===== src/rtl/seg7_scan_driver.sv =====
// rtl/seg7_scan_driver.sv - multiplexed N-digit seven-segment scan driver with double-buffered frames
// Define SEG7_LZB_EN to enable leading-zero blanking.
module seg7_scan_driver #(
   parameter int NUM_DIGITS  = 8,
   parameter int REFRESH_DIV = 100000
) (
   input  logic                    clk,
   input  logic                    rst_n,
   input  logic [NUM_DIGITS*5-1:0] digits,
   input  logic [NUM_DIGITS-1:0]   dp_in,
   input  logic                    update,
   input  logic                    enable,
   output logic [NUM_DIGITS-1:0]   anodes,
   output logic [6:0]              segments,
   output logic                    dp,
   output logic                    frame_done
);
   localparam int IW = $clog2(NUM_DIGITS);
   localparam int CW = $clog2(REFRESH_DIV);
   localparam logic [IW-1:0] LAST_IDX = IW'(NUM_DIGITS - 1);
   localparam logic [CW-1:0] LAST_CNT = CW'(REFRESH_DIV - 1);

   logic [CW-1:0]           cnt;
   logic [IW-1:0]           idx;
   logic                    dirty;
   logic                    wrap_q;
   logic [NUM_DIGITS*5-1:0] pend_codes;
   logic [NUM_DIGITS-1:0]   pend_dp;
   logic [NUM_DIGITS*5-1:0] disp_codes;
   logic [NUM_DIGITS-1:0]   disp_dp;

   logic                    tc;
   logic                    wrap;
   logic [4:0]              code_arr [NUM_DIGITS];
   logic [NUM_DIGITS-1:0]   lzb;
   logic [4:0]              cur_code;
   logic [6:0]              seg_dec;
   logic [NUM_DIGITS-1:0]   anode_sel;

   assign tc   = enable && (cnt == LAST_CNT);
   assign wrap = tc && (idx == LAST_IDX);

   // Display buffer only changes on a wrap edge, so a frame never mixes old and new data.
   always_ff @(posedge clk) begin
      if (!rst_n) begin
         cnt        <= '0;
         idx        <= '0;
         dirty      <= 1'b0;
         wrap_q     <= 1'b0;
         pend_codes <= {NUM_DIGITS{5'h10}};
         pend_dp    <= '0;
         disp_codes <= {NUM_DIGITS{5'h10}};
         disp_dp    <= '0;
      end else begin
         wrap_q <= wrap;
         if (enable) begin
            if (tc) begin
               cnt <= '0;
               idx <= (idx == LAST_IDX) ? '0 : idx + IW'(1);
            end else begin
               cnt <= cnt + CW'(1);
            end
         end
         if (update) begin
            pend_codes <= digits;
            pend_dp    <= dp_in;
         end
         if (wrap && update) begin
            disp_codes <= digits;
            disp_dp    <= dp_in;
            dirty      <= 1'b0;
         end else if (wrap && dirty) begin
            disp_codes <= pend_codes;
            disp_dp    <= pend_dp;
            dirty      <= 1'b0;
         end else if (update) begin
            dirty <= 1'b1;
         end
      end
   end

   always_comb begin
      for (int i = 0; i < NUM_DIGITS; i++) begin
         code_arr[i] = disp_codes[5*i +: 5];
      end
   end

`ifdef SEG7_LZB_EN
   logic lead;

   // Walk down from the most significant digit; digit 0 is never a candidate.
   always_comb begin
      lead = 1'b1;
      lzb  = '0;
      for (int i = NUM_DIGITS - 1; i > 0; i--) begin
         lzb[i] = lead && (code_arr[i] == 5'h00);
         lead   = lead && ((code_arr[i] == 5'h00) || code_arr[i][4]);
      end
   end
`else
   assign lzb = '0;
`endif

   assign cur_code = lzb[idx] ? 5'h10 : code_arr[idx];

   always_comb begin
      seg_dec = 7'b1111111;
      case (cur_code)
         5'h00: seg_dec = 7'b0000001;
         5'h01: seg_dec = 7'b1001111;
         5'h02: seg_dec = 7'b0010010;
         5'h03: seg_dec = 7'b0000110;
         5'h04: seg_dec = 7'b1001100;
         5'h05: seg_dec = 7'b0100100;
         5'h06: seg_dec = 7'b0100000;
         5'h07: seg_dec = 7'b0001111;
         5'h08: seg_dec = 7'b0000000;
         5'h09: seg_dec = 7'b0000100;
         5'h0A: seg_dec = 7'b0001000;
         5'h0B: seg_dec = 7'b1100000;
         5'h0C: seg_dec = 7'b0110001;
         5'h0D: seg_dec = 7'b1000010;
         5'h0E: seg_dec = 7'b0110000;
         5'h0F: seg_dec = 7'b0111000;
         default: seg_dec = 7'b1111111;
      endcase
   end

   always_comb begin
      anode_sel      = '1;
      anode_sel[idx] = 1'b0;
   end

   // Outputs trail idx by one edge, so frame_done lands on the first digit-0 cycle.
   always_ff @(posedge clk) begin
      if (!rst_n) begin
         anodes     <= '1;
         segments   <= 7'b1111111;
         dp         <= 1'b1;
         frame_done <= 1'b0;
      end else begin
         frame_done <= wrap_q && enable;
         if (enable) begin
            anodes   <= anode_sel;
            segments <= seg_dec;
            dp       <= ~disp_dp[idx];
         end else begin
            anodes   <= '1;
            segments <= 7'b1111111;
            dp       <= 1'b1;
         end
      end
   end

endmodule


===== config.mk =====
export PLATFORM = sky130hd
export DESIGN_NAME = seg7_scan_driver
export DESIGN_NICKNAME = d
export VERILOG_FILES = /design/src/rtl/seg7_scan_driver.sv
export SDC_FILE = /design/constraint.sdc
export NUM_CORES = 1
export LEC_CHECK = 0
export CAP_MARGIN = 0
export CORE_MARGIN = 5
export CORE_UTILIZATION = 35
export CTS_CLUSTER_SIZE = 10
export DETAILED_ROUTE_END_ITERATION = 16
export PLACE_DENSITY_LB_ADDON = 0.15
export REMOVE_ABC_BUFFERS = 1
export SYNTH_ARGS = -nofsm -noshare
export SYNTH_HDL_FRONTEND = slang
export SYNTH_SLANG_ARGS = --single-unit
export TNS_END_PERCENT = 50

===== constraint.sdc =====
create_clock -name clk -period 5.8 [get_ports clk]
set_input_delay 0.87 -clock clk [delete_from_list [all_inputs] [get_ports clk]]
set_output_delay 0.87 -clock clk [all_outputs]
set_load 0.005 [all_outputs]

==> summary.md, run 1 <==
| Metric | Value |
|---|---|
| CTS max path bufs | `2` |
| Setup TNS after final layout | `0 ns` |
| Worst reg-to-reg setup slack | `around 2.8 ns` |
| Initial antenna violation count | `0` |
| Most frequent cells in the layout | `135 x dfxtp_1, 103 x nor2_1, 67 x clkdlybuf4s50_1` |
| RSZ-0062 raised after global routing | `false` |
| Hold-fix buffers, CTS | `0` |
| Prevailing post-synth register cell | `dfxtp_1` |
| WHS Endpoint | `pend_codes[4]$_SDFFE_PN1P_` |
| Power Density | `318 nW/µm²` |
| I/O pins | `between 60 and 70` |
| Pint | `1.79 mW` |
| Pleak | `2.62 nW` |
| Seq cells post-synth | `135` |
| Via count | `between 3000 and 4000` |
| Post-CTS setup buffers | `0` |
| Hold Crit Class | `register to register` |
| Sw Share | `between 20% and 30%` |
| Layout area overhead | `26.4%` |
| Rel. slew slack | `20.6%` |
| Hold path start | `pend_codes[4]$_SDFFE_PN1P_` |
| Clk_skew | `a little over 0.007 ns` |
| Outcome | `complete, no violations` |
| Final WL | `between 10000 and 15000 µm` |
| Core area | `15800 µm²` |
| Final Hold Fails | `0` |
| Final setup viols | `0` |
| TritonCTS clock tree | `done` |
| Worst-path fanout max | `82` |
| Hold Crit Depth | `2` |
| Global route overflow | `0` |
| Worst EP arrival | `3.58 ns` |
| Reg2Reg Capture Point | `disp_codes[29]$_SDFFE_PN1P_` |
| Total power | `2.26 mW` |
| Number of nets in the layout | `660` |
| Sequential power share | `42.3%` |
| Cell area after synthesis | `5620 µm²` |
| CTS clock-pin slew for the worst setup and hold paths | `roughly 0.06 ns` |
| Most common cell after layout, fill and taps aside | `dfxtp_1` |
| Fraction of registers with async set/reset | `0%` |
| Die width | `137 µm` |
| Seq/Total Area, Yosys | `about 48%` |
| Comb pwr share | `5.2%` |
| Die area | `between 15000 and 20000 µm²` |
| Critical Path RT | `6.09 ns` |
| Worst Max-Slew Pin Slew | `1.19 ns` |
| Syn avg cell area | `roughly 10 µm²` |
| Critical Path Sink Type | `register` |
| Global-route wire length before repair | `between 15000 and 20000 µm` |
| Vias in the first global route | `a little under 4000` |
| Switching Power | `0.473 mW` |
| Starting Density | `35.5%` |
| Die Ht | `roughly 140 µm` |
| TritonCTS Sinks | `roughly 140` |
| Slew Viols, Final | `0` |
| Worst R2R Start | `cnt[2]$_SDFFE_PN0P_` |
| Number of flops mapped to enable cells by yosys | `0` |
| Max rail drop VDD | `0.195 mV` |
| Clock root cell | `clkbuf_16` |
| # resized after CTS | `0` |
| Worst r2r path cells | `5` |
| Initial DRC Count | `~220` |
| Gate Count Post-Synth | `roughly 540` |
| Gpl congestion | `0.773` |
| N_diodes | `0` |
| Htree depth | `4` |
| Clock Latency Late Sink | `0.41 ns` |
| Routed Antenna Nets | `0` |
| Design area | `7100 µm²` |
| Largest net degree at the start of global routing | `83` |
| IO buf count | `68` |
| Post-layout util | `between 40% and 50%` |
| DRC | `0` |
| Critical path type | `primary input to register` |
| Post-synthesis cell type count | `46` |
| Row count | `46` |
| Final min period | `roughly 3.3 ns` |
| Final period util | `between 50% and 60%` |
| Vias per cell | `~4.8` |
| GRT Overall Usage | `approximately an eighth` |
| Max Clock Freq | `304 MHz` |
| CTS Buf Count | `17` |
| Clock network power share | `52.5%` |
| Worst slack, placed | `about 2.1 ns` |
| Layout cells sized above 1 | `16.8%` |
| Drt wl/cell | `14.2 µm` |
| Post-DP Area | `6440 µm²` |
| Yosys warning count | `0` |
| Drt pass-1 iters | `4` |
| Max cap viols | `0` |
| Min setup slack post-route | `2.51 ns` |
| DP HPWL | `7710 µm` |
| Startpoint type of the worst setup path | `primary input` |
-- synthesized netlist by cell type, types with 10 or more instances --
library cell	count	area, µm²
a211oi_2	32	400
dfxtp_1	135	2700
o21ai_0	10	50.1
nor2_1	103	387
mux2i_1	59	591
mux4_2	10	225
clkbuf_1	20	75.1
nand2_1	23	86.3
nand3_1	11	55.1
-- power by group through the flow --
stage	sequential (mW)	clock, mW	combinational (mW)
6_report	0.956	1.19	0.117
5_1_grt	0.958	1.26	0.130
4_1_cts	0.956	1.22	0.120
3_5_place_dp	0.976	0	0.119
3_3_place_gp	0.976	0	0.119
2_1_floorplan	0.974	0	0.0535
-- worst max-delay path by stage --
stage,from,cells after the start,to,slack [ns]
2_1_floorplan,cnt[11]$_SDFFE_PN0P_,5,disp_codes[14]$_SDFFE_PN1P_,1.97
3_3_place_gp,enable,6,disp_codes[29]$_SDFFE_PN1P_,2.24
3_5_place_dp,enable,6,disp_codes[29]$_SDFFE_PN1P_,2.10
4_1_cts,enable,6,disp_codes[29]$_SDFFE_PN1P_,2.53
5_1_grt,enable,6,disp_codes[24]$_SDFFE_PN1P_,2.32
6_report,enable,6,disp_codes[29]$_SDFFE_PN1P_,2.51
-- per-layer routing --
metal / GRT usage, % / up-vias / share of wire, %
li1: - / 2010 / -
met1: 16.8 / 1875 / 47
met2: 21.4 / 77 / 48
met3: 4.01 / 10 / 4.0
met4: 4.26 / 0 / 1.0
met5: 0 / - / 0
-- registers in the layout, summed over array words and instances (netlist names), 3 cells and up --
register and count:
cnt 17, pend_codes 40, disp_codes 40, segments 7, pend_dp 8, anodes 8, idx 3, disp_dp 8
-- critical path: stages --
cell             delay (ns)
clkdlybuf4s50_1        0.81
nand3_1                0.28
nor2_1                 0.16
and4bb_4               1.01
mux2i_1                0.29
nand2_1                0.07
-- per-stage QoR --
stage                     std cells  hold WS (ns)
after floorplan                 507         0.430
after global placement          796         0.448
after detailed placement        796         0.452
after CTS                       828         0.469
after global routing            828         0.499
final                           828         0.468
-- kinds of logic (layout without fill, tap and decap cells) --
group	count (synthesis)	after routing	synth area share, %
AO/OA/AOI/OAI	67	67	11.2
buffers and inverters	47	115	3.61
multiplexers	79	79	16.6
XOR/XNOR	15	15	2.34
adder cells (fa/ha/maj)	9	9	2.00
AND/OR/NAND/NOR	192	192	16.2
flip-flops	135	135	48.1
-- cell type report --
cell class,instances,area [µm²]
Multi-Input combinational cell,362,2720
Inverter,10,38.8
Sequential cell,135,2700
Clock buffer,18,439
Tap cell,216,270
Clock inverter,14,220
Fill cell,1496,8720
Timing Repair Buffer,73,716
Note: power is estimated with default switching activity, not from simulation.
==> inputs of run 2 (changes only) <==
==> constraint.sdc (replaced) <==
create_clock -name clk -period 2.8 [get_ports clk]
set_input_delay 0.42 -clock clk [delete_from_list [all_inputs] [get_ports clk]]
set_output_delay 0.42 -clock clk [all_outputs]
set_load 0.005 [all_outputs]
==> summary.md, run 2 (synthesis gave the netlist of run 1 again) <==
| Metric | Value |
|---|---|
| Outcome | `complete, no violations` |
| Rel. slew slack | `47.7% (+27 points)` |
| Final Hold Fails | `0 (unchanged)` |
| Final period util | `between 80% and 90%` |
| CTS clock-pin slew for the worst setup and hold paths | `0.06 ns (about the same)` |
| Largest registers ranked by flip-flop count | `disp_codes x40, pend_codes x40, cnt x17` |
| Largest net degree at the start of global routing | `71 (-14%)` |
| Startpoint type of the worst setup path | `register` |
| Final WL | `12000 µm (+2.0%)` |
| Critical Path Sink Type | `register` |
| Final min period | `2.50 ns` |
| Vias per cell | `4.80 (about the same)` |
| Most used routing layer | `met2` |
| N_diodes | `0 (unchanged)` |
| Worst EP arrival | `2.79 ns (-0.79 ns)` |
| Post-Layout Cell Count | `837 (+1.1%)` |
| Crit path largest cell delay | `0.71 ns (-0.30 ns)` |
| Starting Density | `35.5% (unchanged)` |
| IO buf count | `68 (unchanged)` |
| TritonCTS Sinks | `135 (unchanged)` |
| Drt wl/cell | `14.3 µm (+0.89%)` |
| Gpl congestion | `0.818 (+5.7%)` |
| Pleak | `2.63 nW (+0.58%)` |
| Number of nets in the layout | `671 (+1.7%)` |
| Grt met2 use | `21.3% (-0.11 points)` |
| Core area | `15800 µm² (unchanged)` |
| Max Clock Freq | `about 400 MHz` |
| Routed Antenna Nets | `0 (unchanged)` |
| Buf/Inv on CP | `2 (+1)` |
| I/O pins | `69 (unchanged)` |
| CP max-delay cell | `dfxtp_1` |
| Drt pass-1 iters | `4 (unchanged)` |
| Clock root cell | `clkbuf_16` |
| Initial antenna violation count | `0 (unchanged)` |
| RSZ-0062 raised after global routing | `false` |
| Global route overflow | `0 (unchanged)` |
| Met1 usage | `17.6% (+0.80 points)` |
| Most frequent cells in the layout | `134 x dfxtp_1, 103 x nor2_1, 67 x clkdlybuf4s50_1` |
| DP HPWL | `8190 µm (+6.2%)` |
| GRT Overall Usage | `13.6% (+0.40 points)` |
| Row count | `46 (unchanged)` |
| Layout area overhead | `26.9%` |
| Total power | `4.36 mW (+93%)` |
| Hold Crit Class | `register to register` |
| Critical path's most frequent cell | `inv_1` |
| Crit path cell chain | `mux4_2, mux2i_1, inv_1, ha_1, inv_1, nor3_1, a211oi_1, o21ai_0` |
| DRC | `0 (unchanged)` |
| Global-route wire length before repair | `19900 µm (+2.3%)` |
| Via count | `4015 (+1.1%)` |
| Design area | `7130 µm² (+0.35%)` |
| Vias in the first global route | `3964 (+0.43%)` |
| Clk_skew | `0.00833 ns (+0.00124 ns)` |
| Max rail drop VDD | `0.411 mV (+110%)` |
| CTS max path bufs | `2 (unchanged)` |
| Post-DP Area | `6570 µm² (+1.9%)` |
| Initial DRC Count | `175 (-19%)` |
| Layout cells sized above 1 | `17.9% (+1.0 points)` |
| Worst-path fanout max | `13 (-84%)` |
| Slew Viols, Final | `0 (unchanged)` |
| Htree depth | `4 (unchanged)` |
| Die Ht | `137 µm (unchanged)` |
| CTS Buf Count | `17 (unchanged)` |
| Critical Path RT | `3.09 ns (-3.00 ns)` |
| Worst Max-Slew Pin Slew | `0.783 ns (-0.407 ns)` |
| Final setup viols | `0 (unchanged)` |
| Clock Latency Late Sink | `0.41 ns (about the same)` |
| TritonCTS clock tree | `done` |
| Power Density | `611 nW/µm² (+92%)` |
| Fillers | `1516 (+1.3%)` |
| Max cap viols | `0 (unchanged)` |
| Die width | `137 µm (unchanged)` |
| Global Route met3 Usage | `4.52% (+0.51 points)` |
| Dpl cells | `807 (+1.4%)` |
| Critical path type | `register to register` |
| Die area | `18700 µm² (unchanged)` |
| Crit-path leading delay family | `multiplexers` |
| Most common cell after layout, fill and taps aside | `dfxtp_1` |
[run 2: cell count changes in the layout (fill, tap and decap cells not counted), moves of 3 or more]
cell / before / now
buf_4: 6 / 14
buf_12: 0 / 3
bufinv_16: 5 / 2
clkinv_4: 3 / 0
inv_6: 3 / 0
[run 2: cell type report]
cell class,instances,area [µm²],area share [%]
Multi-Input combinational cell,362,2720,38.1
Sequential cell,135,2700,37.9
Timing Repair Buffer,84,836,11.7
Clock buffer,21,460,6.46
Tap cell,216,270,3.79
Clock inverter,9,103,1.44
Inverter,10,38.8,0.544
[run 2: tightest hold or removal path: cells and delay by family (launching register included)]
family / cells / cell delay, ns
flip-flops: 1 / 0.30
AND/OR/NAND/NOR: 1 / 0.06
multiplexers: 1 / 0.07
[run 2: layer usage]
metal,vias up,share of wire [%]
met2,78,47
met4,0,0.71
li1,2025,-
met3,7,4.9
met1,1905,47
met5,-,0
[run 2: worst paths after layout]
kind,slack [ns],end,start,depth (start not counted)
max,0.30,segments[3]$_SDFF_PP1_,idx[1]$_SDFFE_PN0P_,8
min,0.47,pend_codes[4]$_SDFFE_PN1P_,pend_codes[4]$_SDFFE_PN1P_,2
max reg2reg,0.30,segments[3]$_SDFF_PP1_,idx[1]$_SDFFE_PN0P_,8
min reg2reg,0.47,pend_codes[4]$_SDFFE_PN1P_,pend_codes[4]$_SDFFE_PN1P_,2
[run 2: per-stage QoR]
step	setup TNS, ns	util (%)	hold WS (ns)	setup WS, ns
4_1_cts	0	45.0	0.473	0.277
5_1_grt	0	45.0	0.497	0.0141
3_5_place_dp	0	41.5	0.460	0.287
6_report	0	45.0	0.467	0.299
3_3_place_gp	0	41.5	0.448	0.321
2_1_floorplan	-47.26	-	0.430	-1.03
[run 2: repair_timing]
item | CTS | global route
hold buffers | 0 | 0
endpoints found under the setup margin | 0 | 1
gates resized for setup | 0 | 1
setup buffers | 0 | 0
[run 2: power breakdown]
group / switching, mW / internal (mW)
Combinational: 0.119 / 0.126
Clock: 0.794 / 1.34
Sequential: 0.0143 / 1.97
==> inputs of run 3 (changes only) <==
--- a/config.mk
+++ b/config.mk
@@ -5,7 +5,6 @@
 export SDC_FILE = /design/constraint.sdc
 export NUM_CORES = 1
 export LEC_CHECK = 0
-export CAP_MARGIN = 0
 export CORE_MARGIN = 5
 export CORE_UTILIZATION = 35
 export CTS_CLUSTER_SIZE = 10
==> results of run 3 <==
Same layout as run 2: the final DEF is identical, and so are final timing and power.
